==> config.mk <==
export PLATFORM = sky130hd
export DESIGN_NAME = mem_port_arbiter
export DESIGN_NICKNAME = d
export VERILOG_FILES = /design/src/rtl/mem_port_arbiter_pkg.sv /design/src/rtl/mem_req_latch.sv /design/src/rtl/mem_port_arbiter.sv
export SDC_FILE = /design/constraint.sdc
export NUM_CORES = 1
export LEC_CHECK = 0
export CAP_MARGIN = 15
export CORE_ASPECT_RATIO = 0.8
export CORE_UTILIZATION = 45
export CTS_CLUSTER_DIAMETER = 40
export CTS_CLUSTER_SIZE = 8
export DETAILED_ROUTE_END_ITERATION = 12
export PLACE_DENSITY = 0.77
export SYNTH_ARGS = -nofsm -noshare
export SYNTH_HDL_FRONTEND = slang
export SYNTH_SLANG_ARGS = --single-unit
==> constraint.sdc <==
create_clock -name clk -period 1.4 [get_ports clk]
set_input_delay 0.21 -clock clk [delete_from_list [all_inputs] [get_ports clk]]
set_output_delay 0.21 -clock clk [all_outputs]
set_load 0.01 [all_outputs]
==> src/rtl/mem_port_arbiter_pkg.sv <==
// Shared definitions for the memory-port arbiter: FSM state encoding and
// requester IDs (also used as indices into the per-requester arrays).
package mem_port_arbiter_pkg;

  typedef enum logic [1:0] {
    ARB_IDLE = 2'd0,
    ARB_BUS  = 2'd1,
    ARB_DONE = 2'd2
  } arb_state_e;

  localparam logic REQ_FETCH = 1'b0;
  localparam logic REQ_MEM   = 1'b1;
  localparam int   NUM_REQ   = 2;

endpackage

==> src/rtl/mem_req_latch.sv <==
// One requester's capture slot: pending flag, operand register and
// duplicate-request detection. A pulse while the slot is busy is dropped
// (operands kept) and reported on overlap for that cycle.
module mem_req_latch #(
  parameter int W = 8
) (
  input  logic         clk,
  input  logic         rst,
  input  logic         start,
  input  logic [W-1:0] ops,
  input  logic         clear,
  output logic         pending,
  output logic [W-1:0] ops_q,
  output logic         overlap
);

  // Busy covers both waiting and in-flight, since pending only clears at
  // completion of the bus access.
  assign overlap = start & pending;

  // Pending flag and operand capture; completion clears the slot.
  always_ff @(posedge clk) begin
    if (rst) begin
      pending <= 1'b0;
      ops_q   <= '0;
    end else if (clear) begin
      pending <= 1'b0;
    end else if (start && !pending) begin
      pending <= 1'b1;
      ops_q   <= ops;
    end
  end

endmodule

==> src/rtl/mem_port_arbiter.sv <==
// Arbitrates the single memory bus port between instruction fetch and the
// load/store stage. Memory stage wins ties (older instruction). Holds
// blocked to the stage sequencer while any access is outstanding.
// Optional bus timeout abort enabled by defining ARB_TIMEOUT_EN.
module mem_port_arbiter
  import mem_port_arbiter_pkg::*;
#(
  parameter int ADDR_W         = 32,
  parameter int DATA_W         = 32,
  parameter int TIMEOUT_CYCLES = 255
) (
  input  logic                clk,
  input  logic                rst,
  input  logic                start_fetch,
  input  logic [ADDR_W-1:0]   fetch_addr,
  output logic [DATA_W-1:0]   fetch_data,
  output logic                fetch_valid,
  input  logic                start_memory,
  input  logic [ADDR_W-1:0]   mem_addr,
  input  logic [DATA_W-1:0]   mem_wdata,
  input  logic                mem_we,
  input  logic [DATA_W/8-1:0] mem_wstrb,
  output logic [DATA_W-1:0]   mem_rdata,
  output logic                mem_done,
  output logic                bus_req,
  output logic [ADDR_W-1:0]   bus_addr,
  output logic [DATA_W-1:0]   bus_wdata,
  output logic                bus_we,
  output logic [DATA_W/8-1:0] bus_wstrb,
  input  logic                bus_ack,
  input  logic [DATA_W-1:0]   bus_rdata,
  output logic                blocked,
  output logic                err_overlap,
  output logic                err_timeout
);

  localparam int SW  = DATA_W / 8;
  // Operand bundle layout: {addr, wdata, wstrb, we}
  localparam int OPW = ADDR_W + DATA_W + SW + 1;

  arb_state_e                     state;
  logic                           sel;
  logic [NUM_REQ-1:0]             start, want, pend, clr, ovl;
  logic [NUM_REQ-1:0][OPW-1:0]    ops_in, ops_q, ops_eff;
  logic                           nxt_sel;
  logic [OPW-1:0]                 nxt_ops;
  logic                           to_hit;
  logic                           bus_end;

  assign start[REQ_FETCH]  = start_fetch;
  assign start[REQ_MEM]    = start_memory;
  assign ops_in[REQ_FETCH] = {fetch_addr, {(OPW-ADDR_W){1'b0}}};
  assign ops_in[REQ_MEM]   = {mem_addr, mem_wdata, mem_wstrb, mem_we};

  genvar g;
  for (g = 0; g < NUM_REQ; g++) begin : g_req
    mem_req_latch #(.W(OPW)) u_latch (
      .clk     (clk),
      .rst     (rst),
      .start   (start[g]),
      .ops     (ops_in[g]),
      .clear   (clr[g]),
      .pending (pend[g]),
      .ops_q   (ops_q[g]),
      .overlap (ovl[g])
    );
    // A request pulsing this cycle is served straight from the input so
    // bus_req can rise on the very next cycle.
    assign ops_eff[g] = pend[g] ? ops_q[g] : ops_in[g];
    assign clr[g]     = bus_end & (sel == 1'(g));
  end

  assign want    = pend | start;
  assign nxt_sel = want[REQ_MEM] ? REQ_MEM : REQ_FETCH;
  assign nxt_ops = ops_eff[nxt_sel];
  assign bus_end = (state == ARB_BUS) & (bus_ack | to_hit);
  assign blocked = (|start) | (|pend) | (state == ARB_BUS);

`ifdef ARB_TIMEOUT_EN
  localparam int TW = $clog2(TIMEOUT_CYCLES + 1);
  logic [TW-1:0] to_cnt;

  // Fires on the edge that would complete TIMEOUT_CYCLES unacked BUS cycles.
  assign to_hit = !bus_ack && (to_cnt == TW'(TIMEOUT_CYCLES - 1));

  // Unacked-cycle counter; held at zero outside BUS so every entry starts fresh.
  always_ff @(posedge clk) begin
    if (rst || state != ARB_BUS) to_cnt <= '0;
    else if (!bus_ack)           to_cnt <= to_cnt + 1'b1;
  end

  // Sticky timeout flag.
  always_ff @(posedge clk) begin
    if (rst)                            err_timeout <= 1'b0;
    else if (state == ARB_BUS && to_hit) err_timeout <= 1'b1;
  end
`else
  // No abort path in this build; BUS waits for bus_ack indefinitely.
  assign to_hit      = (TIMEOUT_CYCLES < 0);
  assign err_timeout = 1'b0;
`endif

  // Arbitration FSM with registered bus outputs, results and done pulses.
  always_ff @(posedge clk) begin
    if (rst) begin
      state       <= ARB_IDLE;
      sel         <= REQ_FETCH;
      bus_req     <= 1'b0;
      bus_addr    <= '0;
      bus_wdata   <= '0;
      bus_wstrb   <= '0;
      bus_we      <= 1'b0;
      fetch_data  <= '0;
      mem_rdata   <= '0;
      fetch_valid <= 1'b0;
      mem_done    <= 1'b0;
      err_overlap <= 1'b0;
    end else begin
      fetch_valid <= 1'b0;
      mem_done    <= 1'b0;
      if (|ovl) err_overlap <= 1'b1;
      case (state)
        ARB_IDLE, ARB_DONE: begin
          if (|want) begin
            state   <= ARB_BUS;
            sel     <= nxt_sel;
            bus_req <= 1'b1;
            {bus_addr, bus_wdata, bus_wstrb, bus_we} <= nxt_ops;
          end else begin
            state <= ARB_IDLE;
          end
        end
        ARB_BUS: begin
          if (bus_end) begin
            bus_req <= 1'b0;
            state   <= ARB_DONE;
            // An aborted access returns zero as its result.
            if (sel == REQ_MEM) begin
              mem_done <= 1'b1;
              if (!bus_we) mem_rdata <= bus_ack ? bus_rdata : '0;
            end else begin
              fetch_valid <= 1'b1;
              fetch_data  <= bus_ack ? bus_rdata : '0;
            end
          end
        end
        default: state <= ARB_IDLE;
      endcase
    end
  end

endmodule

==> qor.log, run 1 <==
[logic_synthesis] ys async rst share 0
[floorplan] Std-Cell Core Area 0.0238 mm2
[clock_tree] number of clock buffers inserted by TritonCTS 40
[global_route] grt peak-use layer met2
[global_route] vias in the first global route 9815
[layout] post-route cell area 0.0162 mm2
[logic_synthesis] number of distinct standard cells referenced by the synthesized netlist 33
[sta] maximum clock skew at final layout 14.8 ps
[clock_tree] Max clock buf depth 3
[logic_synthesis] net count after synthesis 1277
[place] cell area reported after detailed placement 0.0144 mm2
[worst_hold_path] Endpoint, Worst Hold err_overlap
[sta] final critical-path required period 1670 ps
[flow_run] number of maximum-capacitance violations 0
[setup_path] RR Startpoint g_req[0].u_latch.pending
[clock_tree] clk root buf sky130_fd_sc_hd__clkbuf_16
[global_route] overall overflow remaining after global route 0
[sta] number of hold violations in the final report 0
[layout] Layout Area Growth over Synthesis 46.4%
[global_route] maximum number of pins on one net before global-route repair 91
[setup_path] worst reg2reg path depth 5
[place] number of buffers inserted by port buffering 275
[clock_tree] clock slew seen by the registers of the worst setup and hold paths 50 ps
[layout] fraction of layout cells with a size suffix above 1 0.173
[setup_path] critical path's slowest cell sky130_fd_sc_hd__dfxtp_4
[logic_synthesis] count of flip-flops with a built-in enable after synthesis 0
[global_route] grt met1 use 0.343
[place] number of cells after detailed placement 1661
[layout] non-filler cells in the finished layout 1746
[clock_tree] CTS tree done
[global_route] antenna violations before repair 4
[setup_path] Buf/Inv on CP 2
[floorplan] I/O Pins 277
[logic_synthesis] number of instances in the synthesized netlist 1139
[sta] Finish-stage setup viols 151
[floorplan] floorplan die width 177 um
[setup_path] Required @ worst endpoint 1760 ps
[run_status] violated checks negative setup slack
[drt] DRC violations left 0
[run_status] status complete, but fails checks
[sta] final-report max-slew violation count 0
[setup_path] Critical Path Most Common Cell sky130_fd_sc_hd__buf_12
[sta] achievable clock frequency 0.599 GHz
[sta] unrepaired setup endpoints after global routing yes
[place] placed wire-length estimate after detailed placement 21.0 mm
[logic_synthesis] netlist area before placement 0.0111 mm2
[drt] number of antenna-violating nets in the routed design 0
[logic_synthesis] top_reg_cell synth sky130_fd_sc_hd__dfxtp_1
[setup_path] cell family contributing the most delay on the critical path compound AO/OA/AOI/OAI gates
[setup_path] CP startpoint kind flop
[global_route] GR Layer Usage met3 0.0596
[floorplan] effective utilization at floorplan 0.466
[global_route] total global-route track usage 0.260
[drt] routed len/inst 19.9 um
[drt] total length of routed wires 34.7 mm
[logic_synthesis] FF+latch count, synth 243
[pwr] peak supply drop 0.997 mV
[drt] Detailed Routing Iterations Pass 1 5
[clock_tree] deepest level of the CTS H-tree 2
[floorplan] vertical extent of the die 142 um
[drt] drt initial violations 661
[floorplan] # rows 50
[pwr] areal power density over the cells 1250 mW/mm2
[worst_hold_path] path category of the worst min-delay check in2reg
[setup_path] ordered list of cells on the worst path buf_12 -> buf_12 -> mux2_2 -> a221oi_1 -> a211oi_1
[sta] final setup margin -269 ps
[logic_synthesis] mean instance size in the synthesized netlist 9.73 um2
[clock_tree] TritonCTS sink count 243
[drt] Vias/cell 5.68
[floorplan] area of the die 0.0253 mm2
[setup_path] startpoint of the most critical setup path g_req[0].u_latch.pending
[worst_hold_path] hold wc startpoint start_memory
[global_route] met2 GRT Util 0.424
[setup_path] Max FO, Critical Path 5
[setup_path] Crit path arrival time 2030 ps
[setup_path] Crit. End Element flop
[drt] count of vias placed by the detailed router 9915
[layout] number of fillers in the final layout 1818
[layout] Post-layout nets 1558
[worst_hold_path] worst hold path depth 3
[setup_path] minimum setup slack among reg-to-reg paths -270 ps
[layout] final design utilization 0.682
[clock_tree] worst skew pair latency 510 ps
[setup_path] delay contributed by the slowest stage of the critical path 400 ps
[sta] share of the clock period used by the worst path 1.19
[setup_path] Setup CP Type reg2reg
[pwr] leak pwr 6.57 nW
[place] weighted congestion reported at the end of routability-driven placement 0.799
[logic_synthesis] number of warnings issued by yosys 0
[global_route] first-pass GRT wire length 52.5 mm
[setup_path] critical register-to-register path endpoint bus_addr[30]
[logic_synthesis] sequential area share after synthesis 0.439
[final cells by class]
class | instances | area, um2 | area share
multi-input cells | 769 | 5920 | 0.365
flip-flops and latches | 243 | 4880 | 0.301
repair buffers | 365 | 3880 | 0.239
clock buffers | 47 | 1080 | 0.0665
well taps | 312 | 390 | 0.0241
clock inverters | 7 | 67.6 | 0.00417
diodes | 2 | 5.00 | 0.000309
inverters | 1 | 3.75 | 0.000231
[layout by cell type (no fill, tap or decap), types with 3 or more instances in the layout]
| master | n |
|---|---|
| sky130_fd_sc_hd__dfxtp_1 | 238 |
| sky130_fd_sc_hd__nand2b_1 | 202 |
| sky130_fd_sc_hd__clkdlybuf4s50_1 | 134 |
| sky130_fd_sc_hd__dlygate4sd2_1 | 124 |
| sky130_fd_sc_hd__mux2i_1 | 99 |
| sky130_fd_sc_hd__a21oi_1 | 74 |
| sky130_fd_sc_hd__clkbuf_16 | 49 |
| sky130_fd_sc_hd__nand3b_1 | 38 |
| sky130_fd_sc_hd__nand2_1 | 38 |
| sky130_fd_sc_hd__a311oi_1 | 37 |
| sky130_fd_sc_hd__buf_4 | 36 |
| sky130_fd_sc_hd__o21ai_0 | 34 |
| sky130_fd_sc_hd__nand4b_1 | 33 |
| sky130_fd_sc_hd__a22o_1 | 32 |
| sky130_fd_sc_hd__and3b_1 | 32 |
| sky130_fd_sc_hd__a211oi_1 | 30 |
| sky130_fd_sc_hd__buf_12 | 30 |
| sky130_fd_sc_hd__mux2_2 | 28 |
| sky130_fd_sc_hd__a21oi_2 | 27 |
| sky130_fd_sc_hd__a221oi_1 | 21 |
| sky130_fd_sc_hd__a221oi_2 | 11 |
| sky130_fd_sc_hd__buf_6 | 8 |
| sky130_fd_sc_hd__clkdlybuf4s15_1 | 8 |
| sky130_fd_sc_hd__clkbuf_2 | 6 |
| sky130_fd_sc_hd__buf_8 | 5 |
| sky130_fd_sc_hd__mux2_4 | 4 |
| sky130_fd_sc_hd__a21oi_4 | 3 |
| sky130_fd_sc_hd__nor2_1 | 3 |
| sky130_fd_sc_hd__clkbuf_1 | 3 |
| sky130_fd_sc_hd__clkinv_2 | 3 |
| sky130_fd_sc_hd__clkbuf_8 | 3 |
| sky130_fd_sc_hd__clkinvlp_4 | 3 |
| sky130_fd_sc_hd__buf_16 | 3 |
| sky130_fd_sc_hd__dfxtp_4 | 3 |
[worst min-delay path: cells and delay by family]
family | cells | cell delay, ps
AO/OA/AOI/OAI | 1 | 140
buffers and inverters | 1 | 170
AND/OR/NAND/NOR | 1 | 120
[per-stage QoR]
stage | worst slack (ps) | TNS, ps | hold WS (ps) | total power [W]
after floorplan | -111 | -9540 | 336 | 0.00964
after global placement | -641 | -116950 | 446 | 0.0112
after detailed placement | -668 | -119970 | 462 | 0.0113
after CTS | -204 | -17010 | 87.7 | 0.0201
after global routing | -276 | -29230 | 205 | 0.0209
final | -269 | -21420 | 187 | 0.0202
[layer usage]
layer  routed length, um  vias to the layer above
met3                2580                       74
met4                 899                        2
li1                    -                     4686
met2               15800                      366
met5                   9                        -
met1               15400                     4787
[state kept, by name (all words and copies together) (netlist names)]
name and count:
fetch_valid 1, mem_rdata 32, bus_we 1, bus_req 1, err_overlap 1, bus_wdata 32, g_req.u_latch.pending 2, bus_addr 32
sel 1, state 2, bus_wstrb 4, g_req.u_latch.ops_q 101, mem_done 1, fetch_data 32
[synth_stat cells (7+ instances only)]
cell type / instances / area share
sky130_fd_sc_hd__dfxtp_1: 243 / 0.44
sky130_fd_sc_hd__buf_6: 7 / 0.0071
sky130_fd_sc_hd__a22o_1: 32 / 0.025
sky130_fd_sc_hd__nor2_1: 7 / 0.0024
sky130_fd_sc_hd__nand3b_1: 38 / 0.026
sky130_fd_sc_hd__a21oi_1: 104 / 0.047
sky130_fd_sc_hd__and3b_1: 32 / 0.025
sky130_fd_sc_hd__a311oi_1: 37 / 0.029
sky130_fd_sc_hd__mux2i_1: 101 / 0.091
sky130_fd_sc_hd__a221oi_1: 33 / 0.026
sky130_fd_sc_hd__nand4b_1: 33 / 0.026
sky130_fd_sc_hd__o21ai_0: 34 / 0.015
sky130_fd_sc_hd__buf_2: 28 / 0.013
sky130_fd_sc_hd__nand2b_1: 203 / 0.11
sky130_fd_sc_hd__a211oi_1: 32 / 0.022
sky130_fd_sc_hd__mux2_2: 32 / 0.033
sky130_fd_sc_hd__buf_4: 10 / 0.0068
sky130_fd_sc_hd__clkbuf_1: 78 / 0.026
sky130_fd_sc_hd__nand2_1: 39 / 0.013
[where the power goes]
group | internal, W | leakage (nW) | total [W] | switching [W]
Clock | 0.00554 | 0.557 | 0.00867 | 0.00314
Sequential | 0.00744 | 2.00 | 0.00778 | 0.000333
Combinational | 0.00198 | 4.02 | 0.00375 | 0.00177
Total | 0.0150 | 6.57 | 0.0202 | 0.00524
[logic make-up after synthesis]
| group | synth area share |
|---|---|
| AND/OR/NAND/NOR | 0.215 |
| AO/OA/AOI/OAI | 0.165 |
| flip-flops | 0.439 |
| multiplexers | 0.124 |
| buffers and inverters | 0.0568 |
| other | 0.000338 |
[worst max path at each step]
stage	to	slack (ps)	cells past startpoint
floorplan	bus_wdata[23]	-110	6
global placement	g_req[0].u_latch.ops_q[41]	-640	6
detailed placement	g_req[0].u_latch.ops_q[39]	-670	6
CTS	bus_addr[14]	-200	6
global route	bus_addr[30]	-280	6
finish	bus_addr[30]	-270	5
[what timing repair did]
item / in CTS / in global routing
hold buffers: 1 / 0
pin swaps: 19 / 11
cloned: 6 / 8
gates resized for setup: 200 / 57
setup buffers: 11 / 6
setup endpoints to repair: 341 / 227
endpoints found under the hold margin: 4 / 0
Note: power is estimated with default switching activity, not from simulation.
==> run 2, diff against run 1 <==
--- a/config.mk
+++ b/config.mk
@@ -12,6 +12,7 @@
 export CTS_CLUSTER_SIZE = 8
 export DETAILED_ROUTE_END_ITERATION = 12
 export PLACE_DENSITY = 0.77
+export SLEW_MARGIN = 20
 export SYNTH_ARGS = -nofsm -noshare
 export SYNTH_HDL_FRONTEND = slang
 export SYNTH_SLANG_ARGS = --single-unit
==> results of run 2 <==
The final DEF is identical to that of run 1; final timing and power are the same.
==> run 3, diff against run 2 <==
--- a/config.mk
+++ b/config.mk
@@ -12,6 +12,7 @@
 export CTS_CLUSTER_SIZE = 8
 export DETAILED_ROUTE_END_ITERATION = 12
 export PLACE_DENSITY = 0.77
+export SETUP_SLACK_MARGIN = 0.4
 export SLEW_MARGIN = 20
 export SYNTH_ARGS = -nofsm -noshare
 export SYNTH_HDL_FRONTEND = slang
==> run 3 against run 2 <==
The run still ends with negative setup slack left. Non-clock buffer count increased by 90. Largest power group unchanged. Combinational power rose by 18%. Cell area increased by 9.2%. Maximum frequency increased by 2.7%. Sequential power grew 1%. Sequential share of layout area fell by 1.5 points. Clock power shrank 2%. Core utilization rose by 6.3 points.
==> qor.log, run 3 (synthesized netlist as in run 1, its figures left out) <==
[run_status] status complete, but fails checks [unchanged]
[run_status] violated checks negative setup slack [unchanged]
[setup_path] Max FO, Critical Path 5 [unchanged]
[floorplan] area of the die 0.0253 mm2 [unchanged]
[floorplan] effective utilization at floorplan 0.466 [unchanged]
[setup_path] Critical Path Most Common Cell sky130_fd_sc_hd__buf_6 [was sky130_fd_sc_hd__buf_12]
[place] placed wire-length estimate after detailed placement 21.7 mm [was 21.0 mm]
[drt] DRC violations left 0 [unchanged]
[layout] number of fillers in the final layout 1593 [was 1818]
[flow_run] number of maximum-capacitance violations 0 [unchanged]
[drt] drt initial violations 750 [was 661]
[setup_path] worst reg2reg path depth 7 [was 5]
[sta] final-report max-slew violation count 0 [unchanged]
[pwr] leak pwr 7.00 nW [was 6.57 nW]
[pwr] overall power after layout 0.0208 W [was 0.0202 W]
[drt] count of vias placed by the detailed router 10504 [was 9915]
[global_route] total global-route track usage 0.278 [was 0.260]
[clock_tree] Max clock buf depth 3 [unchanged]
[setup_path] Crit path arrival time 2070 ps [was 2030 ps]
[setup_path] critical path's slowest cell sky130_fd_sc_hd__and4b_2 [was sky130_fd_sc_hd__dfxtp_4]
[pwr] areal power density over the cells 1170 mW/mm2 [was 1250 mW/mm2]
[layout] fraction of layout cells with a size suffix above 1 0.409 [was 0.173]
[setup_path] delay contributed by the slowest stage of the critical path 350 ps [was 400 ps]
[clock_tree] worst skew pair latency 520 ps [was 510 ps]
[global_route] first-pass GRT wire length 55.4 mm [was 52.5 mm]
[worst_hold_path] hold wc startpoint rst [was start_memory]
[sta] achievable clock frequency 0.615 GHz [was 0.599 GHz]
[layout] register area 0.00507 mm2 [was 0.00488 mm2]
[layout] register ranked first by flip-flop count g_req.u_latch.ops_q [unchanged]
[drt] Detailed Routing Iterations Pass 1 5 [unchanged]
[layout] top library cells by usage in the layout, fill and taps aside sky130_fd_sc_hd__nand2b_1 (203), sky130_fd_sc_hd__buf_6 (163), sky130_fd_sc_hd__clkdlybuf4s50_1 (135) [was sky130_fd_sc_hd__dfxtp_1 (238), sky130_fd_sc_hd__nand2b_1 (202), sky130_fd_sc_hd__clkdlybuf4s50_1 (134)]
[setup_path] CP startpoint kind flop [unchanged]
[layout] max reg flops 101 [unchanged]
[setup_path] Required @ worst endpoint 1840 ps [was 1760 ps]
[setup_path] ordered list of cells on the worst path and4b_2 -> buf_6 -> buf_8 -> buf_6 -> buf_12 -> nand4b_1 -> a21oi_2 [was buf_12 -> buf_12 -> mux2_2 -> a221oi_1 -> a211oi_1]
[floorplan] floorplan die width 177 um [unchanged]
[drt] routed len/inst 21.0 um [was 19.9 um]
[drt] Vias/cell 5.72 [was 5.68]
[clock_tree] deepest level of the CTS H-tree 2 [unchanged]
[layout] most frequent standard cell in the layout excluding fill and tap cells sky130_fd_sc_hd__nand2b_1 [was sky130_fd_sc_hd__dfxtp_1]
[sta] number of hold violations in the final report 0 [unchanged]
[layout] Post-layout nets 1647 [was 1558]
[sta] Relative slew margins 0.634
[layout] area occupied by multi-input gates 0.00604 mm2 [was 0.00592 mm2]
[clock_tree] clk root buf sky130_fd_sc_hd__clkbuf_16 [unchanged]
[layout] Layout Area Growth over Synthesis 59.8% [was 46.4%]
[global_route] antenna violations before repair 3 [was 4]
[layout] final design utilization 0.745 [was 0.682]
[setup_path] critical register-to-register path endpoint mem_rdata[27] [was bus_addr[30]]
[global_route] vias in the first global route 10169 [was 9815]
[sta] Finish-stage setup viols 211 [was 151]
[sta] unrepaired setup endpoints after global routing yes [unchanged]
[clock_tree] TritonCTS sink count 243 [unchanged]
[sta] final critical-path required period 1630 ps [was 1670 ps]
[place] weighted congestion reported at the end of routability-driven placement 0.794 [was 0.799]
[floorplan] # rows 50 [unchanged]
[global_route] maximum number of pins on one net before global-route repair 97 [was 91]
[worst_hold_path] Endpoint, Worst Hold bus_addr[8] [was err_overlap]
[worst_hold_path] path category of the worst min-delay check in2reg [unchanged]
[clock_tree] CTS tree done [unchanged]
[clock_tree] number of clock buffers inserted by TritonCTS 38 [was 40]
[drt] total length of routed wires 38.6 mm [was 34.7 mm]
[sta] setup TNS after final layout -25960 ps [was -21420 ps]
[sta] maximum clock skew at final layout 20.3 ps [was 14.8 ps]
[sta] final setup margin -226 ps [was -269 ps]
[setup_path] Setup CP Type reg2reg [unchanged]
[pwr] peak supply drop 0.744 mV [was 0.997 mV]
[setup_path] RR Startpoint state[1] [was g_req[0].u_latch.pending]
[layout] non-filler cells in the finished layout 1837 [was 1746]
[setup_path] Crit. End Element flop [unchanged]
[global_route] overall overflow remaining after global route 0 [unchanged]
[floorplan] I/O Pins 277 [unchanged]
[floorplan] Std-Cell Core Area 0.0238 mm2 [unchanged]
[setup_path] minimum setup slack among reg-to-reg paths -230 ps [was -270 ps]
[clock_tree] clock slew seen by the registers of the worst setup and hold paths 50 ps [about the same]
[clock_tree] number of hold buffers added after CTS 0 [was 1]
[place] number of buffers inserted by port buffering 275 [unchanged]
[place] number of cells after detailed placement 1680 [was 1661]
[drt] number of antenna-violating nets in the routed design 0 [unchanged]
[floorplan] vertical extent of the die 142 um [unchanged]
[sta] share of the clock period used by the worst path 1.16 [was 1.19]
[sta] transition time at the pin with the least slew margin 549 ps
[worst_hold_path] worst hold path depth 2 [was 3]
-- run 3: cell types whose count changed in the layout (fill, tap and decap cells not counted), moves of 9 or more --
cell                            change
sky130_fd_sc_hd__a311oi_1          -10
sky130_fd_sc_hd__a311oi_2           +9
sky130_fd_sc_hd__dfxtp_2          +128
sky130_fd_sc_hd__buf_16            +10
sky130_fd_sc_hd__dfxtp_1          -136
sky130_fd_sc_hd__buf_4             +66
sky130_fd_sc_hd__buf_6            +155
sky130_fd_sc_hd__dlygate4sd2_1    -124
-- run 3: final cells by class --
| class | instances | share of cell area |
|---|---|---|
| diodes | 2 | 0.000283 |
| clock buffers | 49 | 0.0583 |
| inverters | 1 | 0.000212 |
| flip-flops and latches | 243 | 0.286 |
| clock inverters | 5 | 0.00389 |
| repair buffers | 455 | 0.288 |
| well taps | 312 | 0.0220 |
| multi-input cells | 770 | 0.341 |
-- run 3: per-stage QoR --
stage               instance area [um2]  hold slack [ps]  worst slack [ps]
floorplan                         11300              335              -111
global placement                  14600              453              -485
detailed placement                14600              462              -532
CTS                               16900             7.53              -208
global route                      17700             25.5              -272
finish                            17700             15.3              -226
-- run 3: repair_timing --
action	in CTS	in global routing
endpoints found under the setup margin	379	381
pin swaps	41	55
cloned	14	4
buffers inserted	41	42
resized for setup	883	84
-- run 3: layer usage --
| layer | global-route usage | up-vias | wire length (um) |
|---|---|---|---|
| li1 | - | 4858 | - |
| met1 | 0.367 | 5094 | 16200 |
| met2 | 0.455 | 471 | 18200 |
| met3 | 0.0612 | 81 | 3320 |
| met4 | 0.0765 | 0 | 933 |
| met5 | 0 | - | 0 |
-- run 3: how the worst max path moves through the flow --
| stage | endpoint | startpoint |
|---|---|---|
| floorplan | bus_wdata[23] | g_req[0].u_latch.pending |
| global placement | fetch_data[13] | bus_ack |
| detailed placement | fetch_data[1] | bus_ack |
| CTS | blocked | g_req[0].u_latch.pending |
| global route | mem_rdata[27] | state[1] |
| finish | mem_rdata[27] | state[1] |
-- run 3: power by group --
part	internal (W)	total [W]	switching, W
clock network	0.00529	0.00849	0.00319
registers	0.00750	0.00788	0.000379
logic	0.00250	0.00443	0.00193
-- run 3: critical path: cells and delay by family (launching register included) --
kind	cells	cell delay (ps)
flip-flops	1	340
AND/OR/NAND/NOR	2	530
buffers and inverters	4	450
AO/OA/AOI/OAI	1	230
